<file path="src/rtl/pred_ctx_seq.sv">
// Per-PE context sequencer feeding the control side of pred_reg9.
// Steps a loaded context memory for a number of iterations, safe set otherwise.
module pred_ctx_seq #(
  parameter int CTX_DEPTH = 16,
  parameter int ADDR_W    = 4,
  parameter int ITER_W    = 8,
  parameter int SCRATCH   = 63
) (
  input  logic              CLK,
  input  logic              RST,
  input  logic              cfg_we,
  input  logic [ADDR_W-1:0] cfg_addr,
  input  logic [46:0]       cfg_data,
  input  logic [ADDR_W-1:0] cfg_last,
  input  logic [ITER_W-1:0] cfg_iters,
  input  logic              start,
  input  logic              stop,
  output logic              busy,
  output logic              done,
  output logic              ctx_err,
  output logic [ADDR_W-1:0] pc,
  output logic [8:0]        control_in_p,
  output logic [5:0]        control_put_in_p,
  output logic [5:0]        control_put_out_p,
  output logic              write_back_p,
  output logic [5:0]        control_pred,
  output logic [3:0]        control_pe2fu_p,
  output logic [5:0]        control_send_p,
  output logic [8:0]        control_out_p
);

  typedef struct packed {
    logic [8:0] in_sel;
    logic [5:0] put_in;
    logic [5:0] put_out;
    logic       wb;
    logic [5:0] pred;
    logic [3:0] pe2fu;
    logic [5:0] send;
    logic [8:0] out_sel;
  } ctx_t;

  typedef enum logic [1:0] {
    IDLE,
    RUN,
    DONE
  } state_t;

  localparam ctx_t SAFE = '{
    in_sel:  9'd0,
    put_in:  6'(SCRATCH),
    put_out: 6'(SCRATCH),
    wb:      1'b0,
    pred:    6'd0,
    pe2fu:   4'b1111,
    send:    6'd0,
    out_sel: 9'd0
  };

  ctx_t              ctx_mem [CTX_DEPTH];
  state_t            state_q;
  state_t            state_d;
  logic [ADDR_W-1:0] pc_q;
  logic [ADDR_W-1:0] last_q;
  logic [ITER_W-1:0] iter_q;
  logic              done_q;
  logic              err_q;
  ctx_t              ctl_q;
  ctx_t              word;
  ctx_t              issue;
  logic              legal;
  logic              wrap;

  assign word  = ctx_mem[pc_q];
  assign legal = word.in_sel inside {9'h000, 9'h004, 9'h008, 9'h010};
  assign wrap  = (pc_q == last_q);

  always_comb begin
    issue = word;
    if (!legal) issue.in_sel = 9'd0;
  end

  always_comb begin
    state_d = state_q;
    unique case (state_q)
      IDLE:
        if (start)
          state_d = (cfg_iters == '0) ? DONE : RUN;
      RUN:
        if (stop || (wrap && iter_q == ITER_W'(1)))
          state_d = DONE;
      DONE:
        state_d = IDLE;
      default:
        state_d = IDLE;
    endcase
  end

  // Context memory is deliberately left unreset.
  always_ff @(posedge CLK) begin
    if (cfg_we && state_q == IDLE)
      ctx_mem[cfg_addr] <= cfg_data;
  end

  always_ff @(posedge CLK) begin
    if (RST) begin
      state_q <= IDLE;
      pc_q    <= '0;
      last_q  <= '0;
      iter_q  <= '0;
      done_q  <= 1'b0;
      err_q   <= 1'b0;
      ctl_q   <= SAFE;
    end else begin
      state_q <= state_d;
      done_q  <= (state_q == DONE);
      ctl_q   <= SAFE;
      if (state_q == IDLE && start) begin
        last_q <= cfg_last;
        iter_q <= cfg_iters;
        pc_q   <= '0;
        err_q  <= 1'b0;
      end
      // A stop cycle issues nothing; pc is held for debug.
      if (state_q == RUN && !stop) begin
        ctl_q <= issue;
        if (!legal) err_q <= 1'b1;
        if (wrap) begin
          pc_q   <= '0;
          iter_q <= iter_q - ITER_W'(1);
        end else begin
          pc_q <= pc_q + ADDR_W'(1);
        end
      end
    end
  end

  assign busy              = (state_q == RUN);
  assign done              = done_q;
  assign ctx_err           = err_q;
  assign pc                = pc_q;
  assign control_in_p      = ctl_q.in_sel;
  assign control_put_in_p  = ctl_q.put_in;
  assign control_put_out_p = ctl_q.put_out;
  assign write_back_p      = ctl_q.wb;
  assign control_pred      = ctl_q.pred;
  assign control_pe2fu_p   = ctl_q.pe2fu;
  assign control_send_p    = ctl_q.send;
  assign control_out_p     = ctl_q.out_sel;

endmodule

</file>
<file path="config.mk">
export PLATFORM = sky130hd
export DESIGN_NAME = pred_ctx_seq
export DESIGN_NICKNAME = d
export VERILOG_FILES = /design/src/rtl/pred_ctx_seq.sv
export SDC_FILE = /design/constraint.sdc
export NUM_CORES = 1
export LEC_CHECK = 0
export ABC_AREA = 1
export CORE_MARGIN = 2
export CORE_UTILIZATION = 35
export CTS_BUF_LIST = sky130_fd_sc_hd__clkbuf_4
export DETAILED_ROUTE_END_ITERATION = 8
export DONT_BUFFER_PORTS = 1
export GPL_TIMING_DRIVEN = 0
export HOLD_SLACK_MARGIN = 0.05
export PLACE_DENSITY = 0.59
export SYNTH_ARGS = -nofsm -noshare
export SYNTH_HDL_FRONTEND = slang
export SYNTH_SLANG_ARGS = --single-unit
</file>
<file path="constraint.sdc">
create_clock -name CLK -period 4.73 [get_ports CLK]
set_clock_uncertainty 0.05 [all_clocks]
set_input_delay 0.7095 -clock CLK [delete_from_list [all_inputs] [get_ports CLK]]
set_output_delay 0.7095 -clock CLK [all_outputs]
set_load 0.02 [all_outputs]
</file>
# [After elaboration in Yosys (flattened, before gate mapping)]
# Memories as Yosys holds them, arrays and structs flattened. A register that Yosys moved wholly into a read port is not among the register bits.
# Index checks and enable logic that the tools add are counted.
[word_totals] ramBits=752 register_bits=67 elab_cells=59 mem_count=1 out_inout_bits=54 inputBits=68
[op_classes] muxes=17 bitwise=2 eq_ne=9 reduce_logical=14 addsub=2
[memory_table] memory="ctx_mem" depth=16 word_bits=47 read_ports=1 rd_ports_with_merged_regs=1 write_ports=1 line="60" source="ctx_t ctx_mem [CTX_DEPTH];"
[op_table] cell="$mux 8" n=3
[op_table] cell="$mux 4" n=5
[op_table] cell="$eq 9x3->1 const B" n=1
[op_table] cell="$eq 9x4->1 const B" n=1
[op_table] cell="$eq 9x5->1 const B" n=1
[op_table] cell="$logic_not 9->1" n=1
[op_table] cell="$eq 8x1->1 const B" n=1
[op_table] cell="$logic_not 8->1" n=1
[op_table] cell="$sub 8x1->8 const B" n=1
[op_table] cell="$mux 2" n=3
[op_table] cell="$mux 1" n=5
[op_table] cell="$add 4x1->4 const B" n=1
[op_table] cell="$eq 4x4->1" n=1
[op_table] cell="$logic_and 1x1->1" n=4
[op_table] cell="$pmux 2 s2" n=1
[op_table] cell="$reduce_bool 4->1" n=1
[op_table] cell="$reduce_or 3->1" n=1
[op_table] cell="$eq 2x1->1 const B" n=1
[op_table] cell="$eq 2x2->1 const B" n=1
[op_table] cell="$logic_not 2->1" n=1
[op_table] cell="$ne 2x1->1 const B" n=1
[op_table] cell="$ne 2x2->1 const B" n=1
[op_table] cell="$not 1->1" n=2
[op_table] cell="$reduce_and 2->1" n=1
[op_table] cell="other kinds (4)" n=4

# [Depth between registers and ports, before layout]
[depth] word_depth=6 ltp_mapped=15 depth_no_buf=13

# [Worst setup path after synthesis]
# OpenSTA, ideal clock, no wires.
[synth_path] path_kind="in2reg" start="input cfg_we" end="memory ctx_mem[0][0] (netlist bit) (enable)" path_slack_ns=1.169 path_stages=4 path_buffers=0 arrival_time_ns=3.059 required_time_ns=4.228 setup_time_ns=0.452 cell_sequence="inv_1 nor2_1 nand3_1 nor2_1"
[synth_via] elab_chain_cells=3
[synth_rtl] element="start: declaration" line="11" source="input logic cfg_we,"
[synth_rtl] element="$logic_and 1x1->1" line="101" source="if (cfg_we && state_q == IDLE)"
[synth_rtl] element="$mux 1" line="101"
[synth_rtl] element="$mux 1 (not written as such)" line="102" source="ctx_mem[cfg_addr] <= cfg_data;"
[synth_rtl] element="end: declaration" line="60"
# No other way between the ends.

# [Final worst setup path]
[layout_path] start="register state_q[0]" end="register ctl_q (netlist bit control_pred[4])"
[layout_via] elab_chain_cells=4
[layout_rtl] element="start: declaration" line="61" source="state_t state_q;"
[layout_rtl] element="start signal: assignment" line="115" source="state_q <= state_d;"
[layout_rtl] element="$eq 2x1->1" line="125" source="if (state_q == RUN && !stop) begin"
[layout_rtl] element="$logic_and 1x1->1" line="125"
[layout_rtl] element="$not 1->1 (no source line)"
[layout_rtl] element="$reduce_or 2->1 (no source line)"
[layout_rtl] element="end signal: assignment" line="126" source="ctl_q <= issue;"
[layout_rtl] element="end: declaration" line="68" source="ctx_t ctl_q;"
# No other way between the ends.
# A chain may end at the register's enable or synchronous reset.

==> run metrics <==
router iterations before antenna repair 6; kind of capture point of the worst setup path flop; initial antenna violation count 4; clock tree from TritonCTS built; areal power density over the cells slightly above 400 nW/um^2; share of the clock period used by the worst path after layout 0.663; number of distinct library cell variants in the gate-level netlist after synthesis 36; Root Buffer Master sky130_fd_sc_hd__clkbuf_4; share of post-route cells with drive strength above 1 0.165; worst hold path type input port to flop; Worst R2R Setup Slack ~1.6 ns; vias in the first global route between 20000 and 25000; final max-slew violation count 0; HPWL after detailed placement just over 60000 um; FMAX around 320 MHz; number of core rows 110; worst slack at placement ~1.4 ns; cell area after technology mapping 31900 um^2; number of violations reported at the end of detailed-routing iteration 0 2300; post-synthesis average cell area ~13 um^2; clock slew seen by the registers of the worst setup and hold paths roughly 0.060 ns; Yosys reg bits approximately 800; post-route ant nets 0; most used cells in the layout excluding fill and tap cells 752 x sky130_fd_sc_hd__edfxtp_1, 332 x sky130_fd_sc_hd__nand2_1, 331 x sky130_fd_sc_hd__nor2_1; Final Non-Filler Cells roughly 4100; Max-slew headroom 0.305; arrival time at the worst endpoint approximately 4.1 ns; most common cell after layout, fill and taps aside sky130_fd_sc_hd__edfxtp_1; share of power burned in the clock network 0.403; post-synthesis sequential area ratio 0.753; largest net degree at the start of global routing 26; unrepaired setup endpoints after global routing no; die outline height between 300 and 400 um; I/O pin count approximately 120; clock network latency to the later pin of the worst-skew pair approximately 1.1 ns; final-layout fill cell count roughly 8300; number of vias in the routed layout 21900; number of sinks driven by the clock tree about 800; proportion of total power due to net switching 0.243; die width just over 300 um; status complete, no violations; combinational share of power 0.063; transition time at the pin with the least slew margin between 1 and 1.5 ns; first-pass GRT wire length around 140000 um; Clock Tree Buf Depth 3; Final setup violation count 0; signed area change from the synthesized netlist to the final layout 17.8%; H-tree depth 4; post-detailed-route via-to-cell ratio about 5.3; global routing usage summed across all routing layers 0.200; endpoints failing hold 0; residual overflow from global routing 0; Worst Setup Slack, final roughly 1.6 ns; Critical Setup Path Class flop to flop; global placement routability congestion ~0.82; total placed cells including tap cells 3688; count of maximum capacitance violations 0; P_sw between 3 and 4 mW; instance count of the mapped netlist roughly 2500; kind of start point of the critical path flop; Worst Path Required ~5.7 ns; starting utilization of the core area 0.353; peak supply drop 185 uV; postcts setup bufs 0; wire length per cell around 23 um; Die Outline Area 93500 um^2; portion of total power attributed to sequential cells 0.534; crit-path max FO 10; Leak ~13 nW; Post-layout nets ~2900; DRC violations left 0; number of CTS-inserted buffers 204; internal power summed over all cells approximately 11 mW; total core area 90100 um^2; number of buffers inserted by port buffering 0; Routed WL approximately 95000 um; number of warning messages in the yosys log 0; min Tclk post-route 3.14 ns
==> cell families after synthesis <==
| logic type | share of synthesized area |
|---|---|
| AND/OR/NAND/NOR | 0.106 |
| flip-flops | 0.753 |
| AO/OA/AOI/OAI | 0.0999 |
| buffers and inverters | 0.0361 |
| XOR/XNOR | 0.00302 |
| adder cells (fa/ha/maj) | 0.00118 |
| other | 0.000118 |
==> per-layer routing <==
| layer | vias to the layer above | track usage | share of wire |
|---|---|---|---|
| met5 | - | 0 | 0 |
| met4 | 0 | 0.0784 | 0.028 |
| met3 | 194 | 0.0454 | 0.086 |
| met2 | 1155 | 0.334 | 0.49 |
| met1 | 10800 | 0.253 | 0.40 |
| li1 | 9795 | - | - |
==> layout make-up <==
| class | instances | area, um^2 | area share |
|---|---|---|---|
| Sequential cell | 823 | 24000 | 0.639 |
| Multi-Input combinational cell | 1409 | 6850 | 0.182 |
| Clock buffer | 321 | 2410 | 0.0642 |
| Tap cell | 1176 | 1470 | 0.0392 |
| Timing Repair Buffer | 99 | 1340 | 0.0357 |
| Buffer | 163 | 830 | 0.0221 |
| Inverter | 85 | 322 | 0.00856 |
| Clock inverter | 49 | 312 | 0.00830 |
| Antenna cell | 4 | 10.0 | 0.000267 |
==> flip-flops by register name, indices dropped and copies added (netlist names), 4 cells and up, named ones only <==
register           cells
control_in_p           9
control_put_out_p      6
control_send_p         6
iter_q                 8
ctx_mem              752
control_out_p          9
control_pe2fu_p        4
control_pred           6
last_q                 4
control_put_in_p       6
pc                     4
==> path summary, 6_finish.rpt <==
kind,from,endpoint,cells after the start
max,state_q[0],control_pred[4],7
min,cfg_addr[0],ctx_mem[3][46],2
max reg2reg,state_q[0],control_pred[4],7
min reg2reg,iter_q[6],iter_q[6],2
==> worst max-delay path, stage by stage (launching register included) <==
cell                       delay (ns)
sky130_fd_sc_hd__dfxtp_1         0.36
sky130_fd_sc_hd__inv_1           0.09
sky130_fd_sc_hd__nor3_1          0.22
sky130_fd_sc_hd__inv_1           0.14
sky130_fd_sc_hd__nor2_2          0.73
sky130_fd_sc_hd__clkbuf_1        0.79
sky130_fd_sc_hd__nand2_1         0.28
sky130_fd_sc_hd__a31oi_1         0.31
==> Yosys cell counts, drive strengths merged <==
cell type | count | area [um^2]
xor2 | 4 | 35.0
o21ai | 336 | 1690
conb | 1 | 3.75
nand3 | 147 | 741
o211ai | 28 | 225
nor2 | 351 | 1330
xnor2 | 7 | 61.3
buf | 85 | 537
a31oi | 27 | 169
clkbuf | 78 | 293
or2 | 7 | 43.8
and2 | 1 | 6.26
o221ai | 58 | 508
edfxtp | 752 | 22600
a21oi | 10 | 50.1
ha | 3 | 37.5
inv | 85 | 322
nor4 | 2 | 12.5
nand4 | 1 | 6.26
nand2 | 332 | 1250
o22ai | 87 | 544
nor3 | 2 | 10.0
dfxtp | 71 | 1420
==> power groups by stage <==
| stage | Combinational (mW) | Sequential [mW] | Clock [mW] |
|---|---|---|---|
| final | 0.952 | 8.09 | 6.11 |
| after global routing | 1.03 | 8.09 | 6.63 |
| after CTS | 0.943 | 8.09 | 6.24 |
| after detailed placement | 0.803 | 8.25 | 0 |
| after global placement | 0.756 | 8.26 | 0 |
| after floorplan | 0.489 | 8.24 | 0 |
==> repair_timing <==
action	CTS	global route
hold buffers	67	0
hold endpoints to repair	781	0
resized for setup	0	0
==> stage by stage <==
stage	TNS [ns]	cell area [um^2]	utilization	total power [mW]	hold slack (ns)
floorplan	0	31900	-	8.73	0.407
global placement	-934.37	33400	0.370	9.02	0.414
detailed placement	0	34100	0.379	9.05	0.430
CTS	0	37500	0.416	15.3	0.0517
global route	0	37500	0.416	15.8	0.106
finish	0	37500	0.417	15.2	0.162
Power figures use the tool's default switching activity.
